$ cat src/rtl/mdu_pkg.sv
`default_nettype none
// ============================================================================
// mdu_pkg : funct codes, control-unit encoding and FSM states for mdu_control
// Rev 1.0
// ============================================================================
package mdu_pkg;

    localparam logic [5:0] F_MFHI  = 6'b010000;
    localparam logic [5:0] F_MTHI  = 6'b010001;
    localparam logic [5:0] F_MFLO  = 6'b010010;
    localparam logic [5:0] F_MTLO  = 6'b010011;
    localparam logic [5:0] F_MULT  = 6'b011000;
    localparam logic [5:0] F_MULTU = 6'b011001;
    localparam logic [5:0] F_DIV   = 6'b011010;
    localparam logic [5:0] F_DIVU  = 6'b011011;

    localparam logic [1:0] UCON_RTYPE = 2'b10;

    typedef enum logic [1:0] {
        S_IDLE = 2'd0,
        S_MUL  = 2'd1,
        S_DIV  = 2'd2,
        S_FIX  = 2'd3
    } state_t;

    function automatic logic is_mdu_funct(input logic [5:0] f);
        case (f)
            F_MFHI, F_MTHI, F_MFLO, F_MTLO,
            F_MULT, F_MULTU, F_DIV, F_DIVU: return 1'b1;
            default:                        return 1'b0;
        endcase
    endfunction

endpackage
`default_nettype wire

$ cat src/rtl/mdu_iter_step.sv
`default_nettype none
// ============================================================================
// mdu_iter_step : one shift-add or restoring-subtract iteration on {acc, q}
// Divider path present only with MDU_DIV_EN.  Rev 1.0
// ============================================================================
module mdu_iter_step #(
    parameter int WIDTH = 32
) (
    input  logic             sel_div,
    input  logic [WIDTH-1:0] acc,
    input  logic [WIDTH-1:0] q,
    input  logic [WIDTH-1:0] opnd,
    output logic [WIDTH-1:0] acc_nxt,
    output logic [WIDTH-1:0] q_nxt
);

    // Multiply: q holds the multiplier, the product shifts right into q.
    logic [WIDTH:0] w_sum;
    assign w_sum = q[0] ? ({1'b0, acc} + {1'b0, opnd}) : {1'b0, acc};

`ifdef MDU_DIV_EN
    logic [WIDTH:0] w_shl;
    logic [WIDTH:0] w_diff;
    logic           w_borrow;

    // acc stays below the divisor, so the diff MSB is a clean borrow flag.
    assign w_shl    = {acc, q[WIDTH-1]};
    assign w_diff   = w_shl - {1'b0, opnd};
    assign w_borrow = w_diff[WIDTH];

    always_comb begin
        acc_nxt = w_sum[WIDTH:1];
        q_nxt   = {w_sum[0], q[WIDTH-1:1]};
        if (sel_div) begin
            acc_nxt = w_borrow ? w_shl[WIDTH-1:0] : w_diff[WIDTH-1:0];
            q_nxt   = {q[WIDTH-2:0], ~w_borrow};
        end
    end
`else
    always_comb begin
        acc_nxt = w_sum[WIDTH:1];
        q_nxt   = {w_sum[0], q[WIDTH-1:1]};
        if (sel_div) begin
            acc_nxt = acc;
            q_nxt   = q;
        end
    end
`endif

endmodule
`default_nettype wire

$ cat src/rtl/mdu_control.sv
`default_nettype none
// ============================================================================
// mdu_control : EX-stage multiply/divide sequencer with HI/LO and handshake
// Optional divider datapath: define MDU_DIV_EN.  Rev 1.0
// ============================================================================
module mdu_control
    import mdu_pkg::*;
#(
    parameter int WIDTH = 32,
    parameter int CNT_W = $clog2(WIDTH + 1)
) (
    input  logic             clk,
    input  logic             reset,
    input  logic [1:0]       UCon,
    input  logic [5:0]       InData,
    input  logic             start,
    input  logic [WIDTH-1:0] rs_data,
    input  logic [WIDTH-1:0] rt_data,
    output logic             busy,
    output logic             done,
    output logic             stall,
    output logic             illegal,
    output logic [WIDTH-1:0] hi,
    output logic [WIDTH-1:0] lo,
    output logic [WIDTH-1:0] result
);

    state_t             r_state;
    state_t             w_state_nxt;
    logic [CNT_W-1:0]   r_cnt;
    logic [WIDTH-1:0]   r_acc;
    logic [WIDTH-1:0]   r_q;
    logic [WIDTH-1:0]   r_opnd;
    logic [WIDTH-1:0]   r_hi;
    logic [WIDTH-1:0]   r_lo;
    logic               r_neg_hi;
    logic               r_done;
    logic               r_illegal;
`ifdef MDU_DIV_EN
    logic               r_neg_lo;
    logic               r_is_mul;
    logic               w_div_zero;
`endif

    logic               w_rtype;
    logic               w_is_mdu;
    logic               w_accept;
    logic               w_busy;
    logic               w_sel_div;
    logic               w_signed;
    logic               w_rs_neg;
    logic               w_rt_neg;
    logic [WIDTH-1:0]   w_rs_mag;
    logic [WIDTH-1:0]   w_rt_mag;
    logic [WIDTH-1:0]   w_acc_step;
    logic [WIDTH-1:0]   w_q_step;
    logic [2*WIDTH-1:0] w_prod;
    logic [2*WIDTH-1:0] w_prod_fix;
    logic [WIDTH-1:0]   w_fix_hi;
    logic [WIDTH-1:0]   w_fix_lo;

    assign w_rtype  = (UCon == UCON_RTYPE);
    assign w_is_mdu = w_rtype & is_mdu_funct(InData);

    // Signed ops run on magnitudes; result signs are restored in FIX.
    assign w_signed = (InData == F_MULT) || (InData == F_DIV);
    assign w_rs_neg = w_signed & rs_data[WIDTH-1];
    assign w_rt_neg = w_signed & rt_data[WIDTH-1];
    assign w_rs_mag = w_rs_neg ? -rs_data : rs_data;
    assign w_rt_mag = w_rt_neg ? -rt_data : rt_data;
`ifdef MDU_DIV_EN
    assign w_div_zero = (rt_data == '0);
`endif

    // ---------------- state register ----------------
    always_ff @(posedge clk or posedge reset) begin
        if (reset) begin
            r_state <= S_IDLE;
        end else begin
            r_state <= w_state_nxt;
        end
    end

    // ---------------- next-state logic ----------------
    always_comb begin
        w_state_nxt = r_state;
        case (r_state)
            S_IDLE: begin
                if (w_accept) begin
                    case (InData)
                        F_MULT, F_MULTU: w_state_nxt = S_MUL;
`ifdef MDU_DIV_EN
                        F_DIV, F_DIVU:   w_state_nxt = w_div_zero ? S_FIX : S_DIV;
`endif
                        default:         w_state_nxt = S_IDLE;
                    endcase
                end
            end
            S_MUL: begin
                if (r_cnt == '0) w_state_nxt = S_FIX;
            end
`ifdef MDU_DIV_EN
            S_DIV: begin
                if (r_cnt == '0) w_state_nxt = S_FIX;
            end
`endif
            S_FIX:   w_state_nxt = S_IDLE;
            default: w_state_nxt = S_IDLE;
        endcase
    end

    // ---------------- FSM outputs ----------------
    always_comb begin
        w_busy    = (r_state != S_IDLE);
        w_accept  = start & w_is_mdu & (r_state == S_IDLE);
        w_sel_div = (r_state == S_DIV);
        stall     = w_busy & start & w_is_mdu;
    end

    mdu_iter_step #(
        .WIDTH   (WIDTH)
    ) u_step (
        .sel_div (w_sel_div),
        .acc     (r_acc),
        .q       (r_q),
        .opnd    (r_opnd),
        .acc_nxt (w_acc_step),
        .q_nxt   (w_q_step)
    );

    assign w_prod     = {r_acc, r_q};
    assign w_prod_fix = r_neg_hi ? -w_prod : w_prod;

    always_comb begin
        w_fix_hi = w_prod_fix[2*WIDTH-1:WIDTH];
        w_fix_lo = w_prod_fix[WIDTH-1:0];
`ifdef MDU_DIV_EN
        if (!r_is_mul) begin
            w_fix_hi = r_neg_hi ? -r_acc : r_acc;
            w_fix_lo = r_neg_lo ? -r_q : r_q;
        end
`endif
    end

    // ---------------- datapath, HI/LO and pulses ----------------
    always_ff @(posedge clk or posedge reset) begin
        if (reset) begin
            r_cnt     <= '0;
            r_acc     <= '0;
            r_q       <= '0;
            r_opnd    <= '0;
            r_hi      <= '0;
            r_lo      <= '0;
            r_neg_hi  <= 1'b0;
            r_done    <= 1'b0;
            r_illegal <= 1'b0;
`ifdef MDU_DIV_EN
            r_neg_lo  <= 1'b0;
            r_is_mul  <= 1'b0;
`endif
        end else begin
            r_done    <= 1'b0;
            r_illegal <= 1'b0;
            case (r_state)
                S_IDLE: begin
                    if (w_accept) begin
                        case (InData)
                            F_MTHI: begin
                                r_hi   <= rs_data;
                                r_done <= 1'b1;
                            end
                            F_MTLO: begin
                                r_lo   <= rs_data;
                                r_done <= 1'b1;
                            end
                            F_MULT, F_MULTU: begin
                                r_acc    <= '0;
                                r_q      <= w_rt_mag;
                                r_opnd   <= w_rs_mag;
                                r_neg_hi <= w_rs_neg ^ w_rt_neg;
                                r_cnt    <= CNT_W'(WIDTH - 1);
`ifdef MDU_DIV_EN
                                r_is_mul <= 1'b1;
`endif
                            end
                            F_DIV, F_DIVU: begin
`ifdef MDU_DIV_EN
                                r_is_mul <= 1'b0;
                                if (w_div_zero) begin
                                    // FIX passes acc/q straight through to HI/LO.
                                    r_acc    <= rs_data;
                                    r_q      <= '1;
                                    r_neg_hi <= 1'b0;
                                    r_neg_lo <= 1'b0;
                                end else begin
                                    r_acc    <= '0;
                                    r_q      <= w_rs_mag;
                                    r_opnd   <= w_rt_mag;
                                    r_neg_hi <= w_rs_neg;
                                    r_neg_lo <= w_rs_neg ^ w_rt_neg;
                                    r_cnt    <= CNT_W'(WIDTH - 1);
                                end
`else
                                r_illegal <= 1'b1;
                                r_done    <= 1'b1;
`endif
                            end
                            default: ;
                        endcase
                    end
                end
                S_MUL, S_DIV: begin
                    r_acc <= w_acc_step;
                    r_q   <= w_q_step;
                    if (r_cnt != '0) r_cnt <= r_cnt - CNT_W'(1);
                end
                S_FIX: begin
                    r_hi   <= w_fix_hi;
                    r_lo   <= w_fix_lo;
                    r_done <= 1'b1;
                end
                default: ;
            endcase
        end
    end

    always_comb begin
        result = '0;
        if (w_rtype && (InData == F_MFHI)) begin
            result = r_hi;
        end else if (w_rtype && (InData == F_MFLO)) begin
            result = r_lo;
        end
    end

    assign busy    = w_busy;
    assign done    = r_done;
    assign illegal = r_illegal;
    assign hi      = r_hi;
    assign lo      = r_lo;

endmodule
`default_nettype wire
$ cat config.mk
export PLATFORM = sky130hd
export DESIGN_NAME = mdu_control
export DESIGN_NICKNAME = d
export VERILOG_FILES = /design/src/rtl/mdu_pkg.sv /design/src/rtl/mdu_iter_step.sv /design/src/rtl/mdu_control.sv
export SDC_FILE = /design/constraint.sdc
export NUM_CORES = 1
export LEC_CHECK = 0
export CAP_MARGIN = 20
export CORE_MARGIN = 2
export CORE_UTILIZATION = 40
export CTS_CLUSTER_SIZE = 28
export DETAILED_ROUTE_END_ITERATION = 6
export DONT_BUFFER_PORTS = 1
export SLEW_MARGIN = 20
export SYNTH_ARGS = -nofsm -noshare
export SYNTH_HDL_FRONTEND = slang
export SYNTH_HIERARCHICAL = 1
export SYNTH_SLANG_ARGS = --single-unit
$ cat constraint.sdc
create_clock -name clk -period 15.55 [get_ports clk]
set_clock_uncertainty 0.15 [all_clocks]
set_input_delay 1.555 -clock clk [delete_from_list [all_inputs] [get_ports clk]]
set_output_delay 1.555 -clock clk [all_outputs]
set_load 0.01 [all_outputs]
### Word level (Yosys, flattened, before mapping)

Memories as Yosys holds them, arrays and structs flattened.
Index checks and enable logic that the tools add are counted.

* register bits: 171
* bits in read-only memories: 32
* output and inout port bits: 100
* logic and storage cells: 97
* memories: 1

Memories
* (name not given): depth 32, bits a word 1, read ports 1, clocked after Yosys merged registers in 0, wr ports 0, RTL line mdu_pkg.sv:27 `case (f)`

* add/subtract/negate cells: 5
* equal/unequal tests: 19
* muxes and demuxes: 35
* bitwise gates (word level): 8
* reductions and logical operators: 19

Operators by type and width (number)
* $mux W32: 14
* $pmux W32 S2: 4
* $mux W64: 1
* $neg A32 Y32: 2
* $neg A64 Y64: 1
* $eq A6 B5 Y1 const B: 8
* $add A32 B32 Y33: 1
* $mux W33: 1
* $mux W6: 3
* $pmux W6 S2: 1
* $reduce_and A3 Y1: 3
* $ne A2 B2 Y1 const B: 4
* $reduce_and A4 Y1: 2
* $and A1 B1 Y1: 7
* $mux W1: 7
* $eq A2 B2 Y1 const B: 3
* $logic_not A6 Y1: 1
* $ne A2 B1 Y1 const B: 3
* $reduce_bool A2 Y1: 3
* $reduce_bool A6 Y1: 1
* $reduce_or A2 Y1: 3
* $sub A6 B1 Y6 const B: 1
* $mux W2: 2
* $pmux W2 S2: 1
* 8 further kinds: 9

### Depth between registers and ports, before layout

Gate-level depths: netlist of the first run.

* depth after elaboration: 7
* mapped depth: 12
* gate-level depth less buffers: 12

### Hierarchy

The synthesis of the first run kept the hierarchy.

Modules (own cells, without submodules)
* mdu_control: times used 1, cells each 1242, area an instance 10710.3 µm², seq. area each 4279.1 µm²
* mdu_iter_step: times used 1, cells each 401, area an instance 2722.6 µm², seq. area each 0.0 µm²

### Least setup slack after synthesis of the first run

OpenSTA, ideal clock, no wires.

* kind: in2out
* start: in InData[0]
* end: out result[10]
* data arrival time: 2.804 ns
* data required time: 13.845 ns
* slack: 11.041 ns
* stages on the path: 4
* path buffers: 1
* cell sequence: nor4b_1 nand3b_1 clkbuf_1 nor2_1

* longest elaborated chain between the ends: 4
* elaborated cells on any way between the ends: 6
* classes of those cells: 2 x eq/ne; 2 x mux; 2 x reduce/logical

Ends and longest elaborated chain
* start, declared: RTL line mdu_control.sv:15 `input logic [5:0] InData,`
* $eq A6 B5 Y1: RTL line mdu_control.sv:231 `end else if (w_rtype && (InData == F_MFLO)) begin`
* $logic_and A1 B1 Y1: RTL line mdu_control.sv:231
* $mux W32: RTL line mdu_control.sv:231
* $mux W32 *: RTL line mdu_control.sv:229 `if (w_rtype && (InData == F_MFHI)) begin`
* end, declared: RTL line mdu_control.sv:25 `output logic [WIDTH-1:0] result`

Mark *: on every way between the ends. The rest lies on a longest branch, timed or not.

### Worst setup path after layout of the first run

* start: in InData[0]
* end: out result[27]

The elaborated chain is that of the path after synthesis.

==> results of run 1 <==
state kept, by name, indices dropped and copies added (netlist names):
name	cells
done	1
hi	32
illegal	1
lo	32
r_acc	32
r_cnt	6
r_neg_hi	1
r_opnd	32
r_q	32
r_state	2
worst max-delay path: stages:
cell and delay, ns:
sky130_fd_sc_hd__nor4b_1 0.76, sky130_fd_sc_hd__nand3b_1 0.50, sky130_fd_sc_hd__buf_6 0.32, sky130_fd_sc_hd__nor2_1 0.22
cell type report:
type	instances	area (µm²)
clock inverter	11	90.09
timing repair buffer	9	71.32
fill	3434	18970
multi-input combinational	1346	8740
inverter	28	110.1
antenna	1	2.502
clock buffer	20	456.7
tap	448	560.5
sequential	171	4282
power breakdown:
group          internal [mW]  switching [mW]
clock network          0.215           0.200
registers              0.595           0.295
logic                  0.416           0.663
total                   1.23            1.16
routing by layer:
| layer | wire [µm] | global-route usage, % | vias to the layer above | part of all wire (%) |
|---|---|---|---|---|
| li1 | - | - | 5790 | - |
| met3 | 3819 | 5.685 | 58 | 8.6 |
| met2 | 18890 | 37.02 | 491 | 43 |
| met1 | 20360 | 35.92 | 5863 | 46 |
| met5 | 11 | 0 | - | 0.025 |
| met4 | 1079 | 7.814 | 2 | 2.4 |
cell usage after synthesis (all sizes together) (3+ instances only):
library cell and instances:
buf 21, or4 11, xnor2 48, and3 10
nor2 130, mux2i 76, or3b 3, o31ai 48
o211ai 9, a21oi 73, o41ai 21, o21a 6
nand2 244, and2 4, inv 28, nand4 13
nand2b 16, nor3b 14, nor4 17, a211oi 21
or2 5, clkbuf 77, or3 21, xor2 92
nand3b 5, nor4b 6, dfrtp 171, ha 42
a221oi 23, a31oi 15, and4 3, nor2b 18
o21ai 212, nand4b 3, nor3 21, o31a 3
a41oi 4, a21o 23, nand3 25, mux2 34
a22oi 7
final timing paths:
path                            start  cells after the start  slack, ns         end
setup / recovery            InData[0]                      4      10.48  result[27]
hold reg to reg             r_opnd[8]                      2       0.34   r_opnd[8]
setup reg to reg           r_state[0]                      6      11.76      hi[12]
max in group asynchronous       reset                      2      12.74  r_opnd[30]
min in group asynchronous       reset                      1       0.97      lo[14]
hold / removal              r_opnd[8]                      2       0.34   r_opnd[8]
per-stage QoR:
| stage | setup WS (ns) | hold slack [ns] | power, mW | cells | cell area, µm² |
|---|---|---|---|---|---|
| CTS | 9.990 | 0.3463 | 2.377 | 2032 | 14290 |
| detailed placement | 10.00 | 0.3286 | 1.960 | 2001 | 13750 |
| global route | 10.22 | 0.3730 | 2.550 | 2033 | 14310 |
| floorplan | 9.213 | 0.3038 | 1.632 | 1643 | 13430 |
| finish | 10.48 | 0.3446 | 2.384 | 2034 | 14310 |
| global placement | 10.14 | 0.3231 | 1.935 | 2001 | 13750 |
kinds of logic (layout without fill, tap and decap cells):
group,Yosys count,after routing,share of synthesized area [%]
flops,171,171,31.86
simple gates,572,572,20.21
fa+ha+maj,43,43,4.061
xor+xnor,140,140,9.128
compound gates,481,481,22.59
buf+inv,126,68,3.642
mux,110,110,8.513
other cells,0,1,0
==> impl_metrics.tcl, run 1 <==
set metrics [dict create \
    clk-insertion-delay-late_ns 0.46 \
    outcome "finished, final reports clean" \
    setup_total_neg_slack_ns 0 \
    worst-setup-path-type "in2out" \
    max_freq_ghz 0.1972 \
    totalWireLength_um 44160 \
    rsz_0062_raised_after_global_routing "false" \
    setup_viol 0 \
    worst_ep_required_time_ns 13.85 \
    grt-ovfl-total 0 \
    post_synth_instance_area_mm2 0.01343 \
    slew_headroom_pct 27.31 \
    yosys_register_bits 171 \
    power.leakage_nw 6.098 \
    grt.total_usage_pct 24.97 \
    post-cts-setup-buffers 0 \
    h_tree_levels 4 \
    report.final.slew_viol_count 0 \
    netlist_instances 1643 \
    count_of_instances_resized_after_the_clock_tree_is_built 0 \
    routed-via-count 12200 \
    wire_length_of_the_first_global_routing_pass_um 68020 \
    ratio_of_total_power_to_cell_area_mw_per_mm2 166.5 \
    worst_slew_pin_slew_ns 1.090 \
    synthArstFlopShare_pct 100.0 \
    synth-main-ff-cell "sky130_fd_sc_hd__dfrtp_1" \
    cts_tree "built" \
    layout_commonest_cell "sky130_fd_sc_hd__nand2_1" \
    cts_buffers 17 \
    finish.net_count 1691 \
    avgRoutedWirePerCell_um 21.71 \
    timing_hold_violations_final 0 \
    drive_gt1_share_pct 6.940 \
    avgSynthCellArea_um2 8.176 \
    worstSetupStartpointType "input pin" \
    most_frequent_cells_in_the_layout "sky130_fd_sc_hd__nand2_1 (243), sky130_fd_sc_hd__o21ai_0 (197), sky130_fd_sc_hd__dfrtp_1 (169), sky130_fd_sc_hd__nor2_1 (130), sky130_fd_sc_hd__xor2_1 (92)" \
    synth_enable_flop_cells 0 \
    worstPathMaxFanout 21 \
    drcViolationCount 0 \
    gpl.final_weighted_congestion 0.9291 \
    place_hpwl_um 33360 \
    die_width_um 187.3 \
    hold_buffers 0 \
    finalCoreUtilization_pct 43.01 \
    die_height_um 187.3 \
    hp-class "reg2reg" \
    drt_first_iter_violations 1104 \
    detail-route-antenna-nets 0 \
    syn-num-nets 1761 \
    syn_to_final_growth_pct 6.548 \
    drt_first_pass_iters 5 \
    clk_path_buf_depth 2 \
    place.port_buffers 0 \
    cells_taking_the_most_area_after_synthesis "sky130_fd_sc_hd__dfrtp_1 (32%), sky130_fd_sc_hd__o21ai_0 (7.3%), sky130_fd_sc_hd__nand2_1 (6.8%)" \
    max_cap_viol_count 0 \
    antenna_violations_before_repair 3 \
    data_arrival_at_the_endpoint_of_the_critical_path_ns 3.37 \
    final_period_minus_worst_setup_slack_ns 5.072 \
    path_clk_slew_ns 0.07 \
    layout_worst_path_cycle_share_pct 32.61 \
    placement_rows 67 \
    yosysTopAreaCellShare_pct 31.86 \
    peakVddDrop_uv 119.1 \
    synth-warning-count 6 \
    floorplan.io_pins 175 \
    coreArea_mm2 0.03328 \
    initial_utilization_pct 40.36 \
    fraction_of_the_yosys_area_taken_by_sequential_cells_pct 31.86 \
    design.die.area_mm2 0.03506 \
    clock_root_cell "sky130_fd_sc_hd__clkbuf_16" \
    number_of_global_route_vias_before_repair 11090 \
    setup.worst_path.end_class "primary output" \
    tritoncts_num_sinks 171 \
    synth.largest_area_cell "sky130_fd_sc_hd__dfrtp_1" \
    synth_cell_type_count 74 \
    via_per_inst 6.000 \
    grt_max_degree 96 \
]
No activity file was read; power rests on OpenSTA's default activity.
==> inputs of run 2 (changes only) <==
==> constraint.sdc (replaced) <==
create_clock -name clk -period 4.2 [get_ports clk]
set_clock_uncertainty 0.15 [all_clocks]
set_input_delay 0.42 -clock clk [delete_from_list [all_inputs] [get_ports clk]]
set_output_delay 0.42 -clock clk [all_outputs]
set_load 0.01 [all_outputs]
==> impl_metrics.tcl, run 2 (same netlist as run 1, synthesis figures left out) <==
set metrics [dict create \
    wire_length_of_the_first_global_routing_pass_um 69300 \
    worstPathMaxFanout 9 \
    clk-insertion-delay-late_ns 0.44 \
    critical_path.reg2reg.startpoint "r_acc[0]" \
    endpoint "r_acc[31]" \
    power.leakage_nw 6.223 \
    data_arrival_at_the_endpoint_of_the_critical_path_ns 3.56 \
    drcViolationCount 0 \
    routed-via-count 12330 \
    timing_hold_violations_final 11 \
    drt_first_pass_iters 6 \
    die_height_um 187.3 \
    setup.worst_path.end_class "flip-flop" \
    worst_slew_pin_slew_ns 1.047 \
    place_hpwl_um 33540 \
    setup_viol 0 \
    peakVddDrop_uv 347.0 \
    failed_checks "hold timing" \
    floorplan.io_pins 175 \
    cts_buffers 17 \
    cpLargestDelayFamily "compound AO/OA/AOI/OAI gates" \
    worst-setup-path-type "reg2reg" \
    hp-class "in2async" \
    place.port_buffers 0 \
    setup_total_neg_slack_ns 0 \
    ratio_of_total_power_to_cell_area_mw_per_mm2 624.3 \
    gpl.final_weighted_congestion 0.9572 \
    via_per_inst 6.001 \
    rsz_0062_raised_after_global_routing "false" \
    placement_rows 67 \
    critical-path-slowest-cell "sky130_fd_sc_hd__dfrtp_1" \
    holdWs_ns -0.02996 \
    setup_ws_ns 0.7954 \
    critical_path.cell_chain "ha_1 -> fa_1 -> a211oi_2 -> o211ai_2 -> a311oi_2 -> o211ai_2 -> and4_4 -> o31ai_4 -> nand2b_1 -> a221o_1 -> nand2_1 -> o21ai_0" \
    critical_path.most_common_cell "sky130_fd_sc_hd__o211ai_2" \
    cts_tree "built" \
    regToRegSetupSlack_ns 0.80 \
    h_tree_levels 4 \
    path_clk_slew_ns 0.08 \
    max_freq_ghz 0.2937 \
    layout_commonest_cell "sky130_fd_sc_hd__nand2_1" \
    clock_root_cell "sky130_fd_sc_hd__clkbuf_16" \
    worst_ep_required_time_ns 4.35 \
    layout_worst_path_cycle_share_pct 81.06 \
    placement.setup.worst_slack_ns 0.8562 \
    fill_cells 3313 \
    slew_headroom_pct 30.19 \
    report.final.slew_viol_count 0 \
    worstSetupStartpointType "flip-flop" \
    count_of_instances_resized_after_the_clock_tree_is_built 0 \
    antenna_violations_before_repair 0 \
    grt.total_usage_pct 25.30 \
    initial_utilization_pct 40.36 \
    syn_to_final_growth_pct 8.290 \
    avgRoutedWirePerCell_um 21.96 \
    worst_setup_path_startpoint "r_acc[0]" \
    grt_max_degree 172 \
    drive_gt1_share_pct 8.037 \
    design.die.area_mm2 0.03506 \
    outcome "finished with violations" \
    timing.critical_path.buf_inv 0 \
    coreArea_mm2 0.03328 \
    max_cap_viol_count 0 \
    totalWireLength_um 45140 \
    finalCoreUtilization_pct 43.71 \
    drt_first_iter_violations 1285 \
    tritoncts_num_sinks 171 \
    grt-ovfl-total 0 \
    finish.net_count 1710 \
    final_period_minus_worst_setup_slack_ns 3.405 \
    rr_worst_depth 12 \
    number_of_global_route_vias_before_repair 11270 \
    cp_slowest_stage_delay_ns 0.47 \
    die_width_um 187.3 \
    clk_path_buf_depth 2 \
    most_frequent_cells_in_the_layout "sky130_fd_sc_hd__nand2_1 (243), sky130_fd_sc_hd__o21ai_0 (197), sky130_fd_sc_hd__dfrtp_1 (169), sky130_fd_sc_hd__nor2_1 (130), sky130_fd_sc_hd__xor2_1 (92)" \
    worst-path-stages 12 \
    detail-route-antenna-nets 0 \
    rr_endpoint "r_acc[31]" \
]
[run 2: worst min-delay path by stage]
| stage | end | slack (ns) | startpoint |
|---|---|---|---|
| 2_1_floorplan | r_opnd[0] | 0.30 | r_opnd[0] |
| 3_3_place_gp | r_opnd[6] | 0.32 | r_opnd[6] |
| 3_5_place_dp | r_opnd[0] | 0.33 | r_opnd[0] |
| 4_1_cts | r_opnd[18] | 0.007 | rs_data[18] |
| 5_1_grt | r_opnd[18] | 0.01 | rs_data[18] |
| 6_report | lo[16] | -0.03 | reset |
[run 2: layer usage]
metal | wire length (µm) | vias up | GRT usage (%)
met3 | 4026 | 44 | 5.159
met1 | 20670 | 5949 | 36.66
li1 | - | 5836 | -
met4 | 864 | 0 | 6.654
met5 | 0 | - | 0
met2 | 19580 | 504 | 38.28
[run 2: layout make-up]
type	count	area (µm²)	share of cell area (%)
antenna	2	5.005	0.03441
clock buffer	17	425.4	2.924
clock inverter	15	173.9	1.196
inverter	28	108.9	0.7483
multi-input combinational	1346	8735	60.05
sequential	171	4282	29.43
tap	448	560.5	3.853
timing repair buffer	28	256.5	1.763
[run 2: worst reg2reg max path, delay by kind of cell, from the launching register on]
family	cells	cell delay, ns
AOI/OAI and AO/OA	7	1.57
and+or+nand+nor	3	0.37
adders and majority gates	2	0.71
DFF	1	0.47
[run 2: timing repair]
action                    in CTS  in global routing
setup buffers                  0                  0
hold buffers                   2                  0
hold endpoints to repair       2                  0
[run 2: where the power goes]
group	switching [mW]	internal (mW)
registers	1.01	2.20
logic	2.58	1.64
clock network	0.795	0.854
[run 2: per-stage QoR]
step,total power [mW],instance area (µm²),cells,hold slack (ns)
global placement,7.275,13910,2018,0.3195
finish,9.081,14550,2055,-0.02996
global route,9.714,14540,2053,0.01253
floorplan,6.042,13440,1643,0.3038
detailed placement,7.375,13910,2018,0.3292
CTS,9.039,14530,2052,0.006805
==> inputs of run 3 (changes only) <==
==> constraint.sdc (replaced) <==
create_clock -name clk -period 3.3 [get_ports clk]
set_clock_uncertainty 0.15 [all_clocks]
set_input_delay 0.33 -clock clk [delete_from_list [all_inputs] [get_ports clk]]
set_output_delay 0.33 -clock clk [all_outputs]
set_load 0.01 [all_outputs]
==> impl_metrics.tcl, run 3 (same netlist as run 1, synthesis figures left out) <==
set metrics [dict create \
    worst-setup-path-type "in2reg" \
    place_hpwl_um 35390 \
    gpl.final_weighted_congestion 0.9299 \
    worstPathMaxFanout 6 \
    final_period_minus_worst_setup_slack_ns 3.135 \
    critical_path.cell_chain "dlygate4sd3_1 -> inv_1 -> ha_1 -> or3b_2 -> nor2_1 -> nand2_1 -> o31a_1 -> xnor2_1 -> o21ai_0" \
    syn_to_final_growth_pct 14.95 \
    number_of_global_route_vias_before_repair 12030 \
    timing_hold_violations_final 0 \
    grt.total_usage_pct 27.12 \
    setup.worst_path.end_class "flip-flop" \
    initial_utilization_pct 40.36 \
    slew_headroom_pct 32.46 \
    via_per_inst 6.042 \
    die_width_um 187.3 \
    rsz_0062_raised_after_global_routing "false" \
    antenna_violations_before_repair 2 \
    clk_path_buf_depth 2 \
    critical-path-slowest-cell "sky130_fd_sc_hd__dlygate4sd3_1" \
    cts_buffers 17 \
    peakVddDrop_uv 585.8 \
    setup_ws_ns 0.1649 \
    placement_rows 67 \
    place.port_buffers 0 \
    hp-class "in2reg" \
    setup_total_neg_slack_ns 0 \
    max_cap_viol_count 0 \
    report.final.slew_viol_count 0 \
    place_inst 2091 \
    max_freq_ghz 0.3190 \
    routed-wl-met2_um 20680 \
    clock_root_cell "sky130_fd_sc_hd__clkbuf_16" \
    wire_length_of_the_first_global_routing_pass_um 74020 \
    finish.net_count 1819 \
    cp_slowest_stage_delay_ns 0.61 \
    outcome "finished, final reports clean" \
    clk-insertion-delay-late_ns 0.45 \
    data_arrival_at_the_endpoint_of_the_critical_path_ns 3.29 \
    met3WireLength_um 3827 \
    coreArea_mm2 0.03328 \
    drt_first_pass_iters 5 \
    grt-ovfl-total 0 \
    tritoncts_num_sinks 171 \
    dr.max_layer_used "met5" \
    worst_ep_required_time_ns 3.45 \
    h_tree_levels 4 \
    worstSetupStartpointType "input pin" \
    floorplan.io_pins 175 \
    fin_cells 2162 \
    setup_viol 0 \
    drcViolationCount 0 \
    avgRoutedWirePerCell_um 22.19 \
    detail-route-antenna-nets 0 \
    design.die.area_mm2 0.03506 \
    drive_gt1_share_pct 11.68 \
    grt_max_degree 93 \
    wl_met1_um 22130 \
    power.leakage_nw 6.731 \
    die_height_um 187.3 \
    totalWireLength_um 47980 \
    cts_tree "built" \
    most_frequent_cells_in_the_layout "sky130_fd_sc_hd__nand2_1 (243), sky130_fd_sc_hd__o21ai_0 (196), sky130_fd_sc_hd__dfrtp_1 (169), sky130_fd_sc_hd__nor2_1 (130), sky130_fd_sc_hd__buf_4 (94)" \
    ratio_of_total_power_to_cell_area_mw_per_mm2 764.8 \
    routed-via-count 13060 \
    path_clk_slew_ns 0.06 \
    worst_slew_pin_slew_ns 1.010 \
    placement.setup.worst_slack_ns 0.06717 \
    layout_worst_path_cycle_share_pct 95.00 \
    drt_first_iter_violations 1170 \
    finalCoreUtilization_pct 46.40 \
    layout_commonest_cell "sky130_fd_sc_hd__nand2_1" \
]
run 3: per-stage QoR:
step | hold WS, ns | total power, mW | instance area [µm²]
finish | 0.02140 | 11.81 | 15440
global route | 0.02890 | 12.60 | 15440
CTS | 0.001860 | 11.74 | 15420
detailed placement | 0.2809 | 9.664 | 14470
global placement | 0.2849 | 9.530 | 14470
floorplan | 0.3038 | 7.690 | 13440
run 3: area by class of cell:
| type | instances | area, µm² |
|---|---|---|
| Inverter | 28 | 108.9 |
| Sequential cell | 171 | 4282 |
| Tap cell | 448 | 560.5 |
| Clock buffer | 22 | 464.2 |
| Timing Repair Buffer | 137 | 1176 |
| Clock inverter | 9 | 91.34 |
| Antenna cell | 1 | 2.502 |
| Fill cell | 3299 | 17840 |
| Multi-Input combinational cell | 1346 | 8756 |
run 3: final timing paths:
check / from / end / slack [ns] / cells after the start
min in group asynchronous: reset / lo[12] / 0.42 / 2
setup reg to reg: r_acc[0] / r_acc[23] / 0.18 / 12
setup / recovery: rs_data[0] / r_opnd[18] / 0.16 / 9
hold reg to reg: r_opnd[6] / r_opnd[6] / 0.34 / 2
max in group asynchronous: reset / r_opnd[25] / 1.68 / 3
hold / removal: rt_data[25] / r_q[25] / 0.02 / 2
run 3: layer usage:
metal / up-vias / track usage [%]
met4: 4 / 8.913
met2: 588 / 40.32
li1: 6060 / -
met5: - / 0
met1: 6338 / 39.53
met3: 72 / 4.972
run 3: what timing repair did:
item,in CTS,in global routing
setup endpoints to repair,0,7
buffers inserted,0,0
hold buffers,39,0
gates resized for setup,0,4
hold endpoints to repair,78,0
run 3: where the power goes:
group          total [mW]  internal, mW  switching (mW)  leakage (nW)
clock                2.00          1.08           0.918         0.265
combinational        5.85          2.30            3.55          4.30
sequential           3.96          2.81            1.16          2.17
total                11.8          6.19            5.62          6.73
run 3: critical path: cells and delay by family:
| family | cells | cell delay, ns |
|---|---|---|
| XOR/XNOR | 1 | 0.25 |
| AO/OA/AOI/OAI | 2 | 0.50 |
| adder cells (fa/ha/maj) | 1 | 0.19 |
| AND/OR/NAND/NOR | 3 | 1.25 |
| buffers and inverters | 2 | 0.77 |
